<file path="config.mk">
export PLATFORM = sky130hd
export DESIGN_NAME = seg7_scan_display_flat
export DESIGN_NICKNAME = d
export VERILOG_FILES = /design/src/rtl/seg7_pkg.sv /design/src/rtl/seg7_scan_display_if.sv /design/src/rtl/bin2bcd_seq.sv /design/src/rtl/seg7_scan_display.sv /design/src/flat_wrapper.sv
export SDC_FILE = /design/constraint.sdc
export NUM_CORES = 1
export LEC_CHECK = 0
export CAP_MARGIN = 20
export CORE_AREA = 2 2 96 98
export CTS_BUF_LIST = sky130_fd_sc_hd__clkbuf_2
export CTS_CLUSTER_DIAMETER = 60
export DETAILED_ROUTE_END_ITERATION = 12
export DIE_AREA = 0 0 98 100
export GPL_TIMING_DRIVEN = 1
export PLACE_DENSITY = 0.78
export SYNTH_ARGS = -nofsm -noshare
export SYNTH_HDL_FRONTEND = slang
export SYNTH_SLANG_ARGS = --single-unit
</file>
<file path="constraint.sdc">
create_clock -name clk -period 2.8 [get_ports clk]
set_input_delay 0.42 -clock clk [delete_from_list [all_inputs] [get_ports clk]]
set_output_delay 0.42 -clock clk [all_outputs]
set_load 0.01 [all_outputs]
</file>
<file path="src/rtl/seg7_pkg.sv">
// seg7_pkg
//   Shared definitions for the scanned 7-segment display driver:
//   - active-high segment patterns {a,b,c,d,e,f,g} for digits 0-9, dash and blank
//   - conversion FSM state type
//   - digit_to_pattern(): BCD nibble -> active-high segment pattern
//   - max_decimal(): 10^digits - 1, used to flag values that do not fit the display
package seg7_pkg;

  localparam logic [6:0] SEG_0     = 7'b1111110;
  localparam logic [6:0] SEG_1     = 7'b0110000;
  localparam logic [6:0] SEG_2     = 7'b1101101;
  localparam logic [6:0] SEG_3     = 7'b1111001;
  localparam logic [6:0] SEG_4     = 7'b0110011;
  localparam logic [6:0] SEG_5     = 7'b1011011;
  localparam logic [6:0] SEG_6     = 7'b1011111;
  localparam logic [6:0] SEG_7     = 7'b1110000;
  localparam logic [6:0] SEG_8     = 7'b1111111;
  localparam logic [6:0] SEG_9     = 7'b1111011;
  localparam logic [6:0] SEG_DASH  = 7'b0000001;
  localparam logic [6:0] SEG_BLANK = 7'b0000000;

  typedef enum logic {
    IDLE,
    CONV
  } conv_state_t;

  // Nibbles 10..15 never come out of a valid BCD conversion; show them blank.
  function automatic logic [6:0] digit_to_pattern(input logic [3:0] d);
    logic [6:0] p;
    case (d)
      4'd0:    p = SEG_0;
      4'd1:    p = SEG_1;
      4'd2:    p = SEG_2;
      4'd3:    p = SEG_3;
      4'd4:    p = SEG_4;
      4'd5:    p = SEG_5;
      4'd6:    p = SEG_6;
      4'd7:    p = SEG_7;
      4'd8:    p = SEG_8;
      4'd9:    p = SEG_9;
      default: p = SEG_BLANK;
    endcase
    return p;
  endfunction

  // Largest value representable on 'digits' decimal digits (64 bits covers 8 digits).
  function automatic logic [63:0] max_decimal(input int digits);
    logic [63:0] r;
    r = 64'd1;
    for (int i = 0; i < digits; i++) begin
      r = r * 64'd10;
    end
    return r - 64'd1;
  endfunction

endpackage

</file>
<file path="src/rtl/seg7_scan_display_if.sv">
// seg7_scan_display_if
//   Value-load handshake between the counter logic and the display driver.
//   load     : request to display 'value' (sampled on rising clk)
//   value    : unsigned binary value, DATA_W bits
//   busy     : conversion in progress, load ignored while high
//   overflow : value on display did not fit the digit count
//   master modport: the producer of values; slave modport: the display driver.
interface seg7_scan_display_if #(
  parameter int DATA_W = 14
);
  logic              load;
  logic [DATA_W-1:0] value;
  logic              busy;
  logic              overflow;

  modport master (output load, output value, input busy, input overflow);
  modport slave  (input load, input value, output busy, output overflow);
endinterface

</file>
<file path="src/rtl/bin2bcd_seq.sv">
// bin2bcd_seq
//   Sequential double-dabble binary -> BCD converter, one bit per clock.
//   clk, rst_n : clock, asynchronous active-low reset
//   start      : begin conversion of bin_in (ignored while busy)
//   bin_in     : binary input, DATA_W bits
//   busy       : high for exactly DATA_W cycles after start is accepted
//   done       : high during the final step; bcd is valid alongside it and
//                must be captured at the same edge that ends busy
//   bcd        : DIGITS BCD nibbles (value modulo 10^DIGITS)
module bin2bcd_seq
  import seg7_pkg::*;
#(
  parameter int DATA_W = 14,
  parameter int DIGITS = 4
) (
  input  logic                  clk,
  input  logic                  rst_n,
  input  logic                  start,
  input  logic [DATA_W-1:0]     bin_in,
  output logic                  busy,
  output logic                  done,
  output logic [4*DIGITS-1:0]   bcd
);

  localparam int BCD_W = 4 * DIGITS;
  localparam int CNT_W = (DATA_W > 1) ? $clog2(DATA_W) : 1;

  conv_state_t       state_reg, state_next;
  logic [DATA_W-1:0] shift_reg;
  logic [BCD_W-1:0]  bcd_reg;
  logic [BCD_W-1:0]  bcd_next;
  logic [BCD_W-1:0]  bcd_adj;
  logic [CNT_W-1:0]  cnt_reg;
  logic              last_step;

  assign last_step = (cnt_reg == '0);

  // Add-3 correction on every nibble that would reach 10 or more after the shift.
  genvar gi;
  generate
    for (gi = 0; gi < DIGITS; gi++) begin : g_adj
      assign bcd_adj[4*gi +: 4] = (bcd_reg[4*gi +: 4] >= 4'd5) ?
                                  (bcd_reg[4*gi +: 4] + 4'd3) : bcd_reg[4*gi +: 4];
    end
  endgenerate

  // Nibbles that shift out of the top are lost; the caller flags that case
  // separately, so truncation here is harmless.
  assign bcd_next = {bcd_adj[BCD_W-2:0], shift_reg[DATA_W-1]};

  always_comb begin
    state_next = state_reg;
    case (state_reg)
      IDLE:    if (start)     state_next = CONV;
      CONV:    if (last_step) state_next = IDLE;
      default:                state_next = IDLE;
    endcase
  end

  always_ff @(posedge clk or negedge rst_n) begin
    if (!rst_n) begin
      state_reg <= IDLE;
    end else begin
      state_reg <= state_next;
    end
  end

  always_ff @(posedge clk or negedge rst_n) begin
    if (!rst_n) begin
      shift_reg <= '0;
      bcd_reg   <= '0;
      cnt_reg   <= '0;
    end else if (state_reg == IDLE) begin
      if (start) begin
        shift_reg <= bin_in;
        bcd_reg   <= '0;
        cnt_reg   <= CNT_W'(DATA_W - 1);
      end
    end else begin
      shift_reg <= shift_reg << 1;
      bcd_reg   <= bcd_next;
      cnt_reg   <= cnt_reg - 1'b1;
    end
  end

  assign busy = (state_reg == CONV);
  assign done = busy && last_step;
  assign bcd  = bcd_next;

endmodule

</file>
<file path="src/rtl/seg7_scan_display.sv">
// seg7_scan_display
//   Multi-digit time-multiplexed 7-segment driver. A loaded binary value is
//   converted to BCD (bin2bcd_seq) and committed to the display register; a
//   prescaler steps through the digits, SCAN_DIV clocks each.
//   clk   : system clock, rising edge
//   rst_n : asynchronous active-low reset
//   host  : load/value/busy/overflow handshake (slave side)
//   an    : one-hot digit enable, registered (active-low when ACTIVE_LOW=1)
//   seg   : {a..g} of the enabled digit, registered (active-low when ACTIVE_LOW=1)
module seg7_scan_display
  import seg7_pkg::*;
#(
  parameter int DIGITS        = 4,
  parameter int DATA_W        = 14,
  parameter int SCAN_DIV      = 50000,
  parameter int ACTIVE_LOW    = 1,
  parameter int BLANK_LEADING = 1
) (
  input  logic                clk,
  input  logic                rst_n,
  seg7_scan_display_if.slave  host,
  output logic [DIGITS-1:0]   an,
  output logic [6:0]          seg
);

  localparam int               BCD_W    = 4 * DIGITS;
  localparam int               IDX_W    = (DIGITS > 1) ? $clog2(DIGITS) : 1;
  localparam int               PS_W     = $clog2(SCAN_DIV);
  localparam logic [63:0]      MAX_VAL  = max_decimal(DIGITS);
  localparam logic [IDX_W-1:0] IDX_LAST = IDX_W'(DIGITS - 1);
  localparam logic [PS_W-1:0]  PS_LAST  = PS_W'(SCAN_DIV - 1);
  localparam logic [DIGITS-1:0] AN_DIG0 = DIGITS'(1);
  localparam logic [DIGITS-1:0] AN_RST  = (ACTIVE_LOW != 0) ? ~AN_DIG0 : AN_DIG0;
  localparam logic [6:0]        SEG_RST = (ACTIVE_LOW != 0) ? ~SEG_0 : SEG_0;

  // Conversion
  logic             conv_busy;
  logic             conv_done;
  logic [BCD_W-1:0] conv_bcd;
  logic             accept;
  logic             ovf_pend_reg;

  // Display state
  logic [BCD_W-1:0] disp_reg, disp_next;
  logic             overflow_reg, overflow_next;

  // Scan
  logic [PS_W-1:0]   ps_reg, ps_next;
  logic [IDX_W-1:0]  idx_reg, idx_next;
  logic              scan_tc;
  logic [6:0]        pat [DIGITS];
  logic [DIGITS-1:0] an_onehot;
  logic [6:0]        seg_sel;
  logic [DIGITS-1:0] an_reg;
  logic [6:0]        seg_reg;

  assign accept = host.load && !conv_busy;

  bin2bcd_seq #(
    .DATA_W (DATA_W),
    .DIGITS (DIGITS)
  ) u_bin2bcd (
    .clk    (clk),
    .rst_n  (rst_n),
    .start  (host.load),
    .bin_in (host.value),
    .busy   (conv_busy),
    .done   (conv_done),
    .bcd    (conv_bcd)
  );

  // Overflow is decided on the raw binary value; the BCD result is then
  // irrelevant because the whole display shows dashes.
  always_ff @(posedge clk or negedge rst_n) begin
    if (!rst_n) begin
      ovf_pend_reg <= 1'b0;
    end else if (accept) begin
      ovf_pend_reg <= (64'(host.value) > MAX_VAL);
    end
  end

  // Commit happens on the same edge as the last conversion step, so the
  // next-state view is what the output registers decode.
  assign disp_next     = conv_done ? conv_bcd     : disp_reg;
  assign overflow_next = conv_done ? ovf_pend_reg : overflow_reg;

  always_ff @(posedge clk or negedge rst_n) begin
    if (!rst_n) begin
      disp_reg     <= '0;
      overflow_reg <= 1'b0;
    end else begin
      disp_reg     <= disp_next;
      overflow_reg <= overflow_next;
    end
  end

  assign scan_tc = (ps_reg == PS_LAST);

  always_comb begin
    ps_next  = ps_reg + 1'b1;
    idx_next = idx_reg;
    if (scan_tc) begin
      ps_next  = '0;
      idx_next = (idx_reg == IDX_LAST) ? '0 : idx_reg + 1'b1;
    end
  end

  always_ff @(posedge clk or negedge rst_n) begin
    if (!rst_n) begin
      ps_reg  <= '0;
      idx_reg <= '0;
    end else begin
      ps_reg  <= ps_next;
      idx_reg <= idx_next;
    end
  end

  // Per-digit pattern. A digit is a leading zero when it and every digit
  // above it are zero; digit 0 is never blanked so a value of 0 shows "0".
  genvar gi;
  generate
    for (gi = 0; gi < DIGITS; gi++) begin : g_digit
      logic [3:0] nib;
      logic       nonzero_upper;
      logic       blank;

      assign nib           = disp_next[4*gi +: 4];
      assign nonzero_upper = |disp_next[BCD_W-1:4*gi];
      if (gi == 0 || BLANK_LEADING == 0) begin : g_noblank
        assign blank = 1'b0;
      end else begin : g_blank
        assign blank = !nonzero_upper;
      end

      assign pat[gi]       = overflow_next ? SEG_DASH :
                             blank         ? SEG_BLANK : digit_to_pattern(nib);
      assign an_onehot[gi] = (idx_next == IDX_W'(gi));
    end
  endgenerate

  assign seg_sel = pat[idx_next];

  // Registered outputs: they only move when idx or the display register moves.
  always_ff @(posedge clk or negedge rst_n) begin
    if (!rst_n) begin
      an_reg  <= AN_RST;
      seg_reg <= SEG_RST;
    end else begin
      an_reg  <= (ACTIVE_LOW != 0) ? ~an_onehot : an_onehot;
      seg_reg <= (ACTIVE_LOW != 0) ? ~seg_sel   : seg_sel;
    end
  end

  assign an            = an_reg;
  assign seg           = seg_reg;
  assign host.busy     = conv_busy;
  assign host.overflow = overflow_reg;

endmodule

</file>
<file path="src/flat_wrapper.sv">
// flat-port wrapper written by rule: the top's interface ports become plain ports
module seg7_scan_display_flat import seg7_pkg::*;
#(
  parameter int DIGITS        = 4,
  parameter int DATA_W        = 14,
  parameter int SCAN_DIV      = 50000,
  parameter int ACTIVE_LOW    = 1,
  parameter int BLANK_LEADING = 1
)
  (clk, rst_n, an, seg, host_load, host_value, host_busy, host_overflow);
  seg7_scan_display_if #(.DATA_W(DATA_W)) host_i ();
  input  logic clk;
  input  logic rst_n;
  output logic [DIGITS-1:0] an;
  output logic [6:0] seg;
  input wire logic [$bits(host_i.load)-1:0] host_load;
  input wire logic [$bits(host_i.value)-1:0] host_value;
  output wire logic [$bits(host_i.busy)-1:0] host_busy;
  output wire logic [$bits(host_i.overflow)-1:0] host_overflow;
  assign host_i.load = host_load;
  assign host_i.value = host_value;
  assign host_busy = host_i.busy;
  assign host_overflow = host_i.overflow;
  seg7_scan_display #(.DIGITS(DIGITS), .DATA_W(DATA_W), .SCAN_DIV(SCAN_DIV), .ACTIVE_LOW(ACTIVE_LOW), .BLANK_LEADING(BLANK_LEADING)) u_core (.clk(clk), .rst_n(rst_n), .host(host_i), .an(an), .seg(seg));
endmodule
</file>
==> impl_metrics.csv <==
group,metric,value,unit
synthesis,synth-seq-cells,82,
critical_path,worstPathRequired,3.34,ns
synthesis,synth.distinct_cells,70,
finish,drive_above_1_share,0.2167,
clock_tree,clk_latency,0.57,ns
finish,syn2layout_area_growth,22.69,%
clock_tree,clkTransAtPathRegs,0.25,ns
timing,fin_skew,0.02195,ns
clock_tree,cts_tree,"done",
synthesis,synth_flop_cell,"dfrtp_1",
synthesis,postSynthCellCount,527,
detailed_routing,firstDrtPassIters,5,
placed_design,post-place-ws,-0.01823,ns
critical_path,start_kind,"flip-flop",
synthesis,synth_seq_area_share,0.4268,
die,die_width,98,um
power_and_ir_drop,p_seq_frac,0.283,
power_and_ir_drop,p_switching,2.881,mW
detailed_routing,wirelength,11.53,mm
synthesis,synth_area,0.004820,mm2
power_and_ir_drop,combPwrFrac,0.578,
finish,diodes,0,
critical_path,r2r_setup_slack,-0.01,ns
synthesis,synthAdderAreaFrac,0.07529,
detailed_routing,route.detailed.drc,0,
die,initial_core_util,0.5422,
global_routing,grtUsageTotal,0.2328,
global_routing,antenna_found_initial,0,
critical_path,endpoint_kind,"flip-flop",
synthesis,synth-simple-area-share,0.1900,
die,row_count,35,
clock_tree,cts.sinks,82,
status,status,"complete, but fails checks",
timing,period_share,1.004,
critical_path,arrival,3.35,ns
detailed_routing,drt-wirelength-per-cell,16.22,um
detailed_routing,detail-route-antenna-nets,0,
critical_path,rr_worst_depth,13,
power_and_ir_drop,peakVddDrop,495.3,uV
power_and_ir_drop,swShare,0.4312,
detailed_routing,num_vias,4167,
timing,worst_slew_pin_slew,0.6033,ns
global_routing,grt_pass1_vias,3973,
timing,period_minus_slack,2.811,ns
finish,fin_nets,641,
critical_path,critical_path_class,"flip-flop to flip-flop",
power_and_ir_drop,power_density,1130,mW/mm2
placed_design,hpwlAfterDp,7.530,mm
placed_design,io_buffers,29,
hold_path,min_path_type,"input pin to asynchronous set/reset pin",
synthesis,yosysWarnings,0,
timing,maxSlewViolCount,0,
placed_design,place_area,0.005390,mm2
clock_tree,htreeDepth,3,
clock_tree,cts_root_buffer,"clkbuf_2",
detailed_routing,routed_via_density,5.861,
timing,max_slew_margin,0.5874,
clock_tree,cts-buffers-inserted,9,
synthesis,muxShareOfSynthArea,0.04050,
clock_tree,clock_path_buffers,2,
die,ios,30,
critical_path,reg2reg_from,"u_core.u_bin2bcd.bcd_reg[12]$_DFFE_PN0P_",
timing,setup_viol,1,
synthesis,synth_top_family_by_area,"simple AND/OR/NAND/NOR gates",
timing,final_hold_viol_count,0,
power_and_ir_drop,internal-power,3.800,mW
timing,rsz0062_at_grt,"true",
synthesis,synth.avg_cell_area,9.145,um2
global_routing,grt_pass1_wl,18.71,mm
global_routing,grt-ovfl-total,0,
synthesis,synthArstFlopShare,1.000,
power_and_ir_drop,leakage,2.632,nW
synthesis,synth-xor-area-share,0.03271,
synthesis,synth_fp_nets,573,
finish,fillers,692,
global_routing,grt_max_degree,82,
status,violations,"setup timing",
critical_path,cp_max_fo,5,
timing,fin_ws,-0.01078,ns
synthesis,synth-compound-area-share,0.1880,
synthesis,synth_edf_count,0,
power_and_ir_drop,power.share.clock,0.139,
detailed_routing,drtIter0Drc,303,
run,drv_cap,0,
die,core_area,0.008890,mm2
die,die_area,0.009800,mm2
finish,postLayoutCellArea,0.005913,mm2
timing,clock.fmax,355.8,MHz
timing,whs,0.1599,ns
critical_path,r2r_end,"u_core.seg[3]$_DFF_PN0_",
die,chipHeight,100,um
placed_design,routabilityCongestion,0.9598,
worst max path at each step:
stage	slack [ns]	depth (start not counted)	start	to
finish	-0.01	13	u_core.u_bin2bcd.bcd_reg[12]$_DFFE_PN0P_	u_core.seg[3]$_DFF_PN0_
global route	-0.21	14	u_core.u_bin2bcd.cnt_reg[1]$_DFFE_PN0P_	u_core.seg[3]$_DFF_PN0_
global placement	0.11	12	u_core.u_bin2bcd.bcd_reg[12]$_DFFE_PN0P_	u_core.seg[5]$_DFF_PN0_
floorplan	0.002	13	u_core.u_bin2bcd.cnt_reg[0]$_DFFE_PN0P_	u_core.seg[5]$_DFF_PN0_
detailed placement	-0.02	12	u_core.u_bin2bcd.bcd_reg[12]$_DFFE_PN0P_	u_core.seg[0]$_DFF_PN1_
CTS	0.002	13	u_core.u_bin2bcd.cnt_reg[0]$_DFFE_PN0P_	u_core.seg[0]$_DFF_PN1_
timing repair:
action                                 CTS  global route
gates resized for setup                  5            44
setup buffers                            3            13
setup endpoints to repair                2             7
gates cloned                             0             0
pin swaps                                0            11
hold buffers                             0             1
endpoints found under the hold margin    0            78
cells in the mapped netlist, drive strengths merged, types with 10 or more instances:
master | number | area [um2]
o31ai | 10 | 90.09
nor2 | 44 | 165.2
dfrtp | 78 | 1952
o21ai | 39 | 206.5
nand2 | 70 | 265.3
nor3 | 16 | 80.08
a21oi | 32 | 163.9
xnor2 | 12 | 105.1
mux2i | 18 | 183.9
ha | 29 | 362.9
inv | 32 | 122.6
nand3 | 17 | 90.09
clkbuf | 14 | 52.55
per-stage QoR:
step	util	setup TNS, ns	std cells	power [mW]
6_report	0.6652	-0.01078	711	6.681
5_1_grt	0.6652	-0.9771	711	7.188
4_1_cts	0.6319	0	696	6.148
3_5_place_dp	0.6063	-0.01823	677	5.140
3_3_place_gp	0.6063	0	677	4.988
2_1_floorplan	-	0	527	4.123
cell type report:
type	instances	area [um2]	share of cell area
Sequential cell	82	2059	0.3483
Inverter	35	133.9	0.02264
Clock buffer	9	45.04	0.007617
Timing Repair Buffer	78	681.9	0.1153
Multi-Input combinational cell	389	2714	0.4590
Clock inverter	7	140.1	0.02370
Tap cell	111	138.9	0.02349
power by group through the flow:
| stage | registers, mW | clock network [mW] | logic (mW) |
|---|---|---|---|
| global route | 1.94 | 0.976 | 4.27 |
| detailed placement | 1.89 | 0 | 3.25 |
| floorplan | 1.84 | 0 | 2.28 |
| CTS | 1.86 | 0.927 | 3.36 |
| global placement | 1.87 | 0 | 3.12 |
| finish | 1.89 | 0.930 | 3.86 |
kinds of logic (layout without fill, tap and decap cells):
| logic type | Yosys count | after routing |
|---|---|---|
| buffers and inverters | 56 | 129 |
| and+or+nand+nor | 191 | 191 |
| AOI/OAI and AO/OA | 132 | 132 |
| xor gates and xnor gates | 18 | 18 |
| DFF | 82 | 82 |
| muxes | 19 | 19 |
| adders and majority gates | 29 | 29 |
worst max-delay path: stages, from the launching register on:
cell,delay [ns]
dfrtp_2,0.49
inv_2,0.10
ha_4,0.15
nor2b_4,0.18
o21ai_1,0.10
a221o_1,0.34
inv_2,0.10
ha_4,0.14
inv_1,0.04
or4_4,0.57
o21ai_4,0.21
buf_4,0.13
o21ai_0,0.11
nand3_1,0.13
cells in the final DEF, fill, tap and decap left out, drive strengths merged, types with 3 or more instances in the layout:
| cell type | netlist | layout |
|---|---|---|
| a21oi | 32 | 32 |
| nand2 | 70 | 70 |
| mux2i | 18 | 18 |
| clkinv | 3 | 3 |
| bufinv | 0 | 4 |
| clkdlybuf4s50 | 0 | 28 |
| xnor2 | 12 | 12 |
| nand3 | 17 | 17 |
| a211oi | 8 | 8 |
| nand2b | 8 | 8 |
| clkbuf | 14 | 9 |
| ha | 29 | 29 |
| inv | 32 | 34 |
| nand4 | 3 | 3 |
| xor2 | 6 | 6 |
| and2 | 5 | 5 |
| nor2b | 7 | 7 |
| o311ai | 4 | 4 |
| o21ai | 39 | 39 |
| dfstp | 4 | 4 |
| a2111oi | 3 | 3 |
| nor2 | 44 | 44 |
| or3 | 4 | 4 |
| o221ai | 4 | 4 |
| buf | 7 | 49 |
| and3 | 4 | 4 |
| o31ai | 10 | 10 |
| a31o | 5 | 5 |
| nor3 | 16 | 16 |
| dfrtp | 78 | 78 |
| a31oi | 4 | 4 |
metal layers:
layer  global-route usage  share of wire
met1               0.3223           0.44
met4              0.08226          0.025
met2               0.3767           0.49
met3              0.03552          0.041
met5                    0              0
Power figures use the tool's default switching activity.
